$ cat src/rtl/bnn_pkg.sv
// Shared definitions for the BNN weight-load path: sizes, bus bit layout,
// the core's power-on weight image and the transmitter FSM states.
package bnn_pkg;

  localparam int NUM_NEURONS   = 12;
  localparam int PTR_WRAP      = 32;
  localparam int ADDR_W        = 4;
  localparam int RESET_ENTRIES = 12;

  localparam int NIB_MSB     = 7;
  localparam int NIB_LSB     = 4;
  localparam int LOAD_EN_BIT = 3;

  // Entry i lives in bits [8*i +: 8]; entry 0 is the rightmost byte.
  localparam logic [8*RESET_ENTRIES-1:0] RESET_IMAGE =
    96'hC0_30_0C_03_00_FF_07_0E_1C_38_70_E0;

  typedef enum logic [2:0] {
    IDLE    = 3'd0,
    SEND_LO = 3'd1,
    SEND_HI = 3'd2,
    PAD_LO  = 3'd3,
    PAD_HI  = 3'd4,
    FINISH  = 3'd5
  } tx_state_e;

  function automatic logic [7:0] reset_weight(input int idx);
    if (idx >= 0 && idx < RESET_ENTRIES) return RESET_IMAGE[idx*8 +: 8];
    return 8'h00;
  endfunction

  function automatic logic [7:0] bus_word(input logic [3:0] nib, input logic load);
    logic [7:0] w;
    w = '0;
    w[NIB_MSB:NIB_LSB] = nib;
    w[LOAD_EN_BIT]     = load;
    return w;
  endfunction

endpackage

$ cat src/rtl/bnn_weight_tx_if.sv
// Host-side control, buffer-write and weight-bus signals of bnn_weight_tx.
interface bnn_weight_tx_if;
  import bnn_pkg::*;

  logic              wr_en;
  logic [ADDR_W-1:0] wr_addr;
  logic [7:0]        wr_data;
  logic              start;
  logic              hold;
  logic              busy;
  logic              done;
  logic              wr_drop;
  logic [7:0]        tx_uio;
  logic [7:0]        tx_oe;

  modport master (
    output wr_en, wr_addr, wr_data, start, hold,
    input  busy, done, wr_drop, tx_uio, tx_oe
  );

  modport slave (
    input  wr_en, wr_addr, wr_data, start, hold,
    output busy, done, wr_drop, tx_uio, tx_oe
  );

endinterface

$ cat src/rtl/bnn_weight_buf.sv
// Local weight image: one byte per neuron, reset to the core's power-on set,
// with a write-through read so a same-cycle write is visible immediately.
module bnn_weight_buf #(
  parameter int NUM_NEURONS = bnn_pkg::NUM_NEURONS
) (
  input  logic                      clk,
  input  logic                      rst_n,
  input  logic                      we,
  input  logic [bnn_pkg::ADDR_W-1:0] waddr,
  input  logic [7:0]                wdata,
  input  logic [bnn_pkg::ADDR_W-1:0] raddr,
  output logic [7:0]                rdata
);
  import bnn_pkg::*;

  logic [7:0] mem [NUM_NEURONS];

  always_ff @(posedge clk) begin
    if (!rst_n) begin
      for (int i = 0; i < NUM_NEURONS; i++) mem[i] <= reset_weight(i);
    end else if (we) begin
      mem[waddr] <= wdata;
    end
  end

  always_comb begin
    rdata = '0;
    if (we && (waddr == raddr)) rdata = wdata;
    else if (int'(raddr) < NUM_NEURONS) rdata = mem[raddr];
  end

endmodule

$ cat src/rtl/bnn_weight_tx.sv
// Streams the local weight image onto the BNN weight bus as low/high nibble
// load pairs, optionally padding until the core's neuron pointer wraps.
module bnn_weight_tx #(
  parameter int NUM_NEURONS = bnn_pkg::NUM_NEURONS,
  parameter int PTR_WRAP    = bnn_pkg::PTR_WRAP,
  parameter bit PAD_EN      = 1'b1
) (
  input logic             clk,
  input logic             rst_n,
  bnn_weight_tx_if.slave  bus
);
  import bnn_pkg::*;

  localparam int CNT_W  = $clog2(PTR_WRAP);
  localparam bit DO_PAD = PAD_EN && (NUM_NEURONS < PTR_WRAP);

  tx_state_e         st, st_n, est;
  logic [CNT_W-1:0]  cnt, cnt_n, ecnt;
  logic              busy_r, busy_n;
  logic              done_r, done_n;
  logic              drop_r;
  logic [7:0]        uio_r, uio_n;
  logic              wr_ok;
  logic [7:0]        rd_data;

  assign wr_ok = bus.wr_en && (st == IDLE) && (int'(bus.wr_addr) < NUM_NEURONS);

  bnn_weight_buf #(.NUM_NEURONS(NUM_NEURONS)) u_buf (
    .clk   (clk),
    .rst_n (rst_n),
    .we    (wr_ok),
    .waddr (bus.wr_addr),
    .wdata (bus.wr_data),
    .raddr (ecnt[ADDR_W-1:0]),
    .rdata (rd_data)
  );

  // A start in IDLE is folded into SEND_LO so the first load leaves on the next cycle.
  always_comb begin
    est = st;
    ecnt = cnt;
    if (st == IDLE && bus.start) begin
      est  = SEND_LO;
      ecnt = '0;
    end
    st_n   = est;
    cnt_n  = ecnt;
    busy_n = 1'b1;
    done_n = 1'b0;
    uio_n  = uio_r;
    if (est == IDLE) begin
      busy_n = 1'b0;
    end else if (bus.hold) begin
      uio_n = bus_word(uio_r[NIB_MSB:NIB_LSB], 1'b0);
    end else begin
      unique case (est)
        SEND_LO: begin
          uio_n = bus_word(rd_data[3:0], 1'b1);
          st_n  = SEND_HI;
        end
        SEND_HI: begin
          uio_n = bus_word(rd_data[7:4], 1'b1);
          if (ecnt == CNT_W'(NUM_NEURONS - 1)) begin
            st_n  = DO_PAD ? PAD_LO : FINISH;
            cnt_n = DO_PAD ? ecnt + 1'b1 : ecnt;
          end else begin
            st_n  = SEND_LO;
            cnt_n = ecnt + 1'b1;
          end
        end
        PAD_LO: begin
          uio_n = bus_word(4'h0, 1'b1);
          st_n  = PAD_HI;
        end
        PAD_HI: begin
          uio_n = bus_word(4'h0, 1'b1);
          if (ecnt == CNT_W'(PTR_WRAP - 1)) begin
            st_n = FINISH;
          end else begin
            st_n  = PAD_LO;
            cnt_n = ecnt + 1'b1;
          end
        end
        FINISH: begin
          busy_n = 1'b0;
          done_n = 1'b1;
          uio_n  = '0;
          st_n   = IDLE;
          cnt_n  = '0;
        end
        default: st_n = IDLE;
      endcase
    end
  end

  always_ff @(posedge clk) begin
    if (!rst_n) begin
      st     <= IDLE;
      cnt    <= '0;
      busy_r <= 1'b0;
      done_r <= 1'b0;
      drop_r <= 1'b0;
      uio_r  <= '0;
    end else begin
      st     <= st_n;
      cnt    <= cnt_n;
      busy_r <= busy_n;
      done_r <= done_n;
      drop_r <= bus.wr_en && !wr_ok;
      uio_r  <= uio_n;
    end
  end

  assign bus.busy    = busy_r;
  assign bus.done    = done_r;
  assign bus.wr_drop = drop_r;
  assign bus.tx_uio  = uio_r;
  assign bus.tx_oe   = busy_r ? 8'hF8 : 8'h00;

endmodule
$ cat src/flat_wrapper.sv
// flat-port wrapper written by rule: the top's interface ports become plain ports
module bnn_weight_tx_flat import bnn_pkg::*;
#(
  parameter int NUM_NEURONS = bnn_pkg::NUM_NEURONS,
  parameter int PTR_WRAP    = bnn_pkg::PTR_WRAP,
  parameter bit PAD_EN      = 1'b1
)
  (clk, rst_n, bus_wr_en, bus_wr_addr, bus_wr_data, bus_start, bus_hold, bus_busy, bus_done, bus_wr_drop, bus_tx_uio, bus_tx_oe);
  bnn_weight_tx_if bus_i ();
  input logic clk;
  input logic rst_n;
  input wire logic [$bits(bus_i.wr_en)-1:0] bus_wr_en;
  input wire logic [$bits(bus_i.wr_addr)-1:0] bus_wr_addr;
  input wire logic [$bits(bus_i.wr_data)-1:0] bus_wr_data;
  input wire logic [$bits(bus_i.start)-1:0] bus_start;
  input wire logic [$bits(bus_i.hold)-1:0] bus_hold;
  output wire logic [$bits(bus_i.busy)-1:0] bus_busy;
  output wire logic [$bits(bus_i.done)-1:0] bus_done;
  output wire logic [$bits(bus_i.wr_drop)-1:0] bus_wr_drop;
  output wire logic [$bits(bus_i.tx_uio)-1:0] bus_tx_uio;
  output wire logic [$bits(bus_i.tx_oe)-1:0] bus_tx_oe;
  assign bus_i.wr_en = bus_wr_en;
  assign bus_i.wr_addr = bus_wr_addr;
  assign bus_i.wr_data = bus_wr_data;
  assign bus_i.start = bus_start;
  assign bus_i.hold = bus_hold;
  assign bus_busy = bus_i.busy;
  assign bus_done = bus_i.done;
  assign bus_wr_drop = bus_i.wr_drop;
  assign bus_tx_uio = bus_i.tx_uio;
  assign bus_tx_oe = bus_i.tx_oe;
  bnn_weight_tx #(.NUM_NEURONS(NUM_NEURONS), .PTR_WRAP(PTR_WRAP), .PAD_EN(PAD_EN)) u_core (.clk(clk), .rst_n(rst_n), .bus(bus_i));
endmodule
$ cat config.mk
export PLATFORM = sky130hd
export DESIGN_NAME = bnn_weight_tx_flat
export DESIGN_NICKNAME = d
export VERILOG_FILES = /design/src/rtl/bnn_pkg.sv /design/src/rtl/bnn_weight_tx_if.sv /design/src/rtl/bnn_weight_buf.sv /design/src/rtl/bnn_weight_tx.sv /design/src/flat_wrapper.sv
export SDC_FILE = /design/constraint.sdc
export NUM_CORES = 1
export LEC_CHECK = 0
export ABC_CLOCK_PERIOD_IN_PS = 7300
export BUFFER_PORTS_ARGS = -buffer_cell sky130_fd_sc_hd__buf_2
export CORE_ASPECT_RATIO = 0.7
export CORE_MARGIN = 1.5
export CORE_UTILIZATION = 45
export DETAILED_ROUTE_END_ITERATION = 10
export PLACE_DENSITY = 0.72
export SLEW_MARGIN = 20
export SYNTH_ARGS = -nofsm -noshare
export SYNTH_HDL_FRONTEND = slang
export SYNTH_SLANG_ARGS = --single-unit
$ cat constraint.sdc
create_clock -name clk -period 7.3 [get_ports clk]
set_input_delay 0.365 -clock clk [delete_from_list [all_inputs] [get_ports clk]]
set_output_delay 0.365 -clock clk [all_outputs]
set_load 0.02 [all_outputs]
# Word-level counts from Yosys, hierarchy flattened
# Memory sizes are Yosys's and may differ from the RTL's.
# Cells that the tools add are included.
# totals
reg_bits	19
ram_bits	96
inputBits	17
out_inout_bits	19
n_memories	1
# op_classes
add_sub_neg	1
n_lt_le_gt_ge	2
eq_ne	8
mux	50
bitwise	3
n_reduce_logical	16
# mem_list
name	words	width	read_ports	rd_clocked_by_memory_dff	write_ports	line_no	text
u_core.u_buf.mem	12	8	1	0	12	bnn_weight_buf.sv:16	logic [7:0] mem [NUM_NEURONS];
# ops
operator	count
$mux W8	19
$pmux W8 S4	1
$mux W5	5
$mux W4	4
$mux W3	5
$pmux W5 S3	1
$mux W6	2
$pmux W3 S4	1
$mux W1	9
$lt A4 B4 Y1 const B	2
$reduce_or A8 Y1	1
$mux W7	1
$eq A3 B2 Y1 const B	2
$eq A3 B3 Y1 const B	2
$logic_not A3 Y1	2
$add A5 B1 Y5 const B	1
$eq A5 B4 Y1 const B	1
$eq A5 B5 Y1 const B	1
$logic_and A1 B1 Y1	5
$reduce_bool A5 Y1	1
$eq A4 B4 Y1	1
$mux W2	2
$reduce_bool A4 Y1	1
$reduce_or A2 Y1	2
other kinds (6)	8

# Logic depth before layout (Yosys ltp)
# logic_depth
ltp_word	8
mapped_depth	12

# By module
# From an unflattened synthesis, not the netlist that was laid out.
# unflattened
cells_unflattened	464
area_unflattened_um2	5790.6
# modules_own_cells
module	n_inst	cells_each	area_each_um2	seq_area_each_um2
bnn_weight_buf	1	330	4709.5	2882.8
bnn_weight_tx	1	134	1081.0	320.3

# Worst setup path after synthesis
# Ideal clock, no wire load.
# synth_path
path_kind	register to register
from	register u_core.st[2]
to	register u_core.cnt[2]
arrival_time_ns	2.404
t_required_ns	7.214
setup_slack_ns	4.810
stages_incl_launch_ff	13
path_buffers	3
path_cell_list	dfxtp_1 -> buf_2 -> or4b_4 -> buf_6 -> clkbuf_1 -> nand2_1 -> inv_1 -> ha_1 -> o21a_1 -> or2_2 -> a21oi_1 -> nor2_1 -> a211oi_1
# synth_via
elab_chain_len	8
# synth_rtl
element	line_no	text
start, declared	bnn_weight_tx.sv:17	tx_state_e st, st_n, est;
start signal, assigned	bnn_weight_tx.sv:105	st <= st_n;
$logic_not A3 Y1	bnn_weight_tx.sv:42	if (st == IDLE && bus.start) begin
$logic_and A1 B1 Y1	bnn_weight_tx.sv:42	
$mux W5	bnn_weight_tx.sv:42	
$add A5 B1 Y5 or $eq A5 B5 Y1 (tied branches)	-	
$mux W5	bnn_weight_tx.sv:77	if (ecnt == CNT_W'(PTR_WRAP - 1)) begin
$pmux W5 S3	bnn_weight_tx.sv:56	unique case (est)
$mux W5	bnn_weight_tx.sv:53	end else if (bus.hold) begin
$mux W5 *	bnn_weight_tx.sv:51	if (est == IDLE) begin
end signal, assigned	bnn_weight_tx.sv:106	cnt <= cnt_n;
end, declared	bnn_weight_tx.sv:18	logic [CNT_W-1:0] cnt, cnt_n, ecnt;
# Mark *: on every way between the ends. The rest lies on a longest branch, timed or not.
# A chain may end at the register's enable or synchronous reset.

==> run metrics <==
RSZ-0062 raised after global routing=false; Antenna Nets Post-Route=0; Worst Reg2Reg Path Length in Cells=5; H-tree depth=3; Layout Nets=545; final setup vio count=0; layout cell share with drive strength beyond 1=0.128; Min-Delay Path Class=in -> reg; kind of end point of the critical path=flop; FP Rows=34; most frequent cells in the layout=edfxtp_1 (96), and2_1 (63), nor2_1 (38); Max Clk Rate=0.312 GHz; DP HPWL=9880 um; Area Growth Syn to Fin=6.89%; final hold vios=0; Syn. warnings=0; Synth async-reset ratio=0; outcome=finished clean; die width=139 um; crit path kind=reg -> reg; worst-margin pin slew=1.01 ns; Post-Synthesis Cells=532; Final min period=3.20 ns; clk sinks=112; Die Height=98.1 um; ANT cells=0; relative slew slack=0.323; initial antenna violation count=0; Initial Util=0.465; DP Cell Count=677; number of synthesized flops with an enable pin=96; Buf/Inv on CP=0; CTS tree=done; power per cell area=213 nW/um2; max incr delay on CP=0.66 ns; Critical Path AT=3.21 ns; VDD IR max=0.132 mV; Post-CTS Resized=0; register area share after synthesis=0.551; Crit path depth=5; setup TNS=0 ns; DR pass1 iterations=5; most common cell after layout, fill and taps aside=edfxtp_1; Primary FF master, synth=edfxtp_1; ordered cell list for the critical path=nor3_1 > nand4_1 > or3_1 > nor3_1 > nand2b_1; DRC errors left=0; Total GRT Usage=0.211; I/O Pins=36; clk root buf=clkbuf_16; max_cap viols=0; routability cong.=0.947; Pleak=2.05 nW; post-DR vias/cell=6.04; Yosys reg bits=112; Critical-path top delay cell=nor3_1; DRT iter0 DRCs=566; Pwr Total=0.00132 W; DR WL/cell=20.3 um; mapped cell area=5810 um2; FILL cells=1,127; Worst Path Required=7.31 ns; Buffers on Ports=29; hold-critical path depth=2; max-slew violations=0; number of global-route vias before repair=3,856; CP top delay family=simple AND/OR/NAND/NOR gates; period utilization=0.439; CORE AREA=12,500 um2; startpoint class of the critical path=flop; Hold Buf Count CTS=0; Worst-path clk slew=0.08 ns; clock buffer depth=2; die area=13,600 um2; library cells used by synthesis=59; total CTS buffers=9; routed vias=4,186; Routed WL=14,100 um; largest net degree at the start of global routing=50; skew final=0.00633 ns; Top cell by count, worst path=nor3_1; post-synthesis area per instance=10.9 um2; Cell Count, Final, Fillers Out=693; Clk Latency, worst-skew pair=0.35 ns; Crit Path Max Fanout=19; global route overflow=0; Util after Layout=0.497; first-pass GRT wire length=21,700 um; setup bufs post-CTS=0
## metal layers
metal	vias to the layer above	share of wire	GRT usage
li1	1931	-	-
met1	2014	0.45	0.328
met2	222	0.42	0.300
met3	19	0.11	0.0486
met4	0	0.015	0.0481
met5	-	0	0
## through the flow
| stage | hold slack (ns) | cell area (um2) | setup WS [ns] |
|---|---|---|---|
| floorplan | 0.511 | 5830 | 4.81 |
| global placement | 0.490 | 5930 | 4.32 |
| detailed placement | 0.488 | 5930 | 4.12 |
| CTS | 0.283 | 6210 | 4.16 |
| global route | 0.302 | 6210 | 3.92 |
| finish | 0.285 | 6210 | 4.10 |
## power breakdown
group | total (W) | internal [W] | switching, W
logic | 0.000119 | 0.0000358 | 0.0000834
registers | 0.000724 | 0.000711 | 0.0000124
clock network | 0.000478 | 0.000241 | 0.000237
## Yosys cell counts (all sizes together) (4+ instances only)
| library cell | instances | area share |
|---|---|---|
| edfxtp | 96 | 0.50 |
| and2 | 63 | 0.068 |
| nor2 | 38 | 0.025 |
| a21oi | 32 | 0.028 |
| clkbuf | 29 | 0.019 |
| o21ai | 28 | 0.024 |
| or3 | 28 | 0.030 |
| nand2 | 26 | 0.017 |
| buf | 25 | 0.029 |
| nand2b | 17 | 0.018 |
| dfxtp | 16 | 0.055 |
| mux2i | 15 | 0.026 |
| nor3 | 11 | 0.010 |
| a211oi | 9 | 0.012 |
| nor2b | 7 | 0.0075 |
| and3 | 6 | 0.0065 |
| inv | 6 | 0.0039 |
| o211ai | 6 | 0.0077 |
| a31oi | 5 | 0.0054 |
| mux2 | 5 | 0.0097 |
| nand4 | 5 | 0.0054 |
| o221ai | 5 | 0.0075 |
| mux4 | 4 | 0.015 |
| nand3 | 4 | 0.0043 |
## registers in the layout (all words and copies together), names as in the netlist
name,cells
u_core.cnt,5
u_core.bus.done,1
u_core.bus.wr_drop,1
u_core.st,3
u_core.bus.busy,1
u_core.u_buf.mem,96
u_core.bus.tx_uio,5
## worst paths after layout
| kind | from | endpoint | slack (ns) |
|---|---|---|---|
| worst max register to register | u_core.st[2] | u_core.u_buf.mem[0][2] | 4.10 |
| worst min register to register | u_core.bus.tx_uio[3] | u_core.bus.tx_uio[3] | 0.51 |
| worst max-delay path | u_core.st[2] | u_core.u_buf.mem[0][2] | 4.10 |
| worst min-delay path | bus_wr_en | u_core.bus.wr_drop | 0.29 |
## area by class of cell
class / instances / area, um2 / share of cell area
clock inverters: 6 / 60.1 / 0.00966
flip-flops and latches: 112 / 3200 / 0.516
repair buffers: 32 / 168 / 0.0270
inverters: 6 / 22.5 / 0.00362
clock buffers: 10 / 229 / 0.0368
well taps: 162 / 203 / 0.0326
multi-input cells: 365 / 2330 / 0.375
## worst register-to-register path, cell delays in order, from the launching register on
cell      delay (ns)
dfxtp_1         0.50
nor3_1          0.38
nand4_1         0.28
or3_1           0.61
nor3_1          0.67
nand2b_1        0.43
## logic make-up after synthesis
kind of cell | share of synthesized area
buffers and inverters | 0.0519
other | 0.000645
adders and majority gates | 0.00430
AOI/OAI and AO/OA | 0.127
muxes | 0.0510
and+or+nand+nor | 0.209
xor gates and xnor gates | 0.00581
DFF | 0.551
Note: power is estimated with default switching activity, not from simulation.
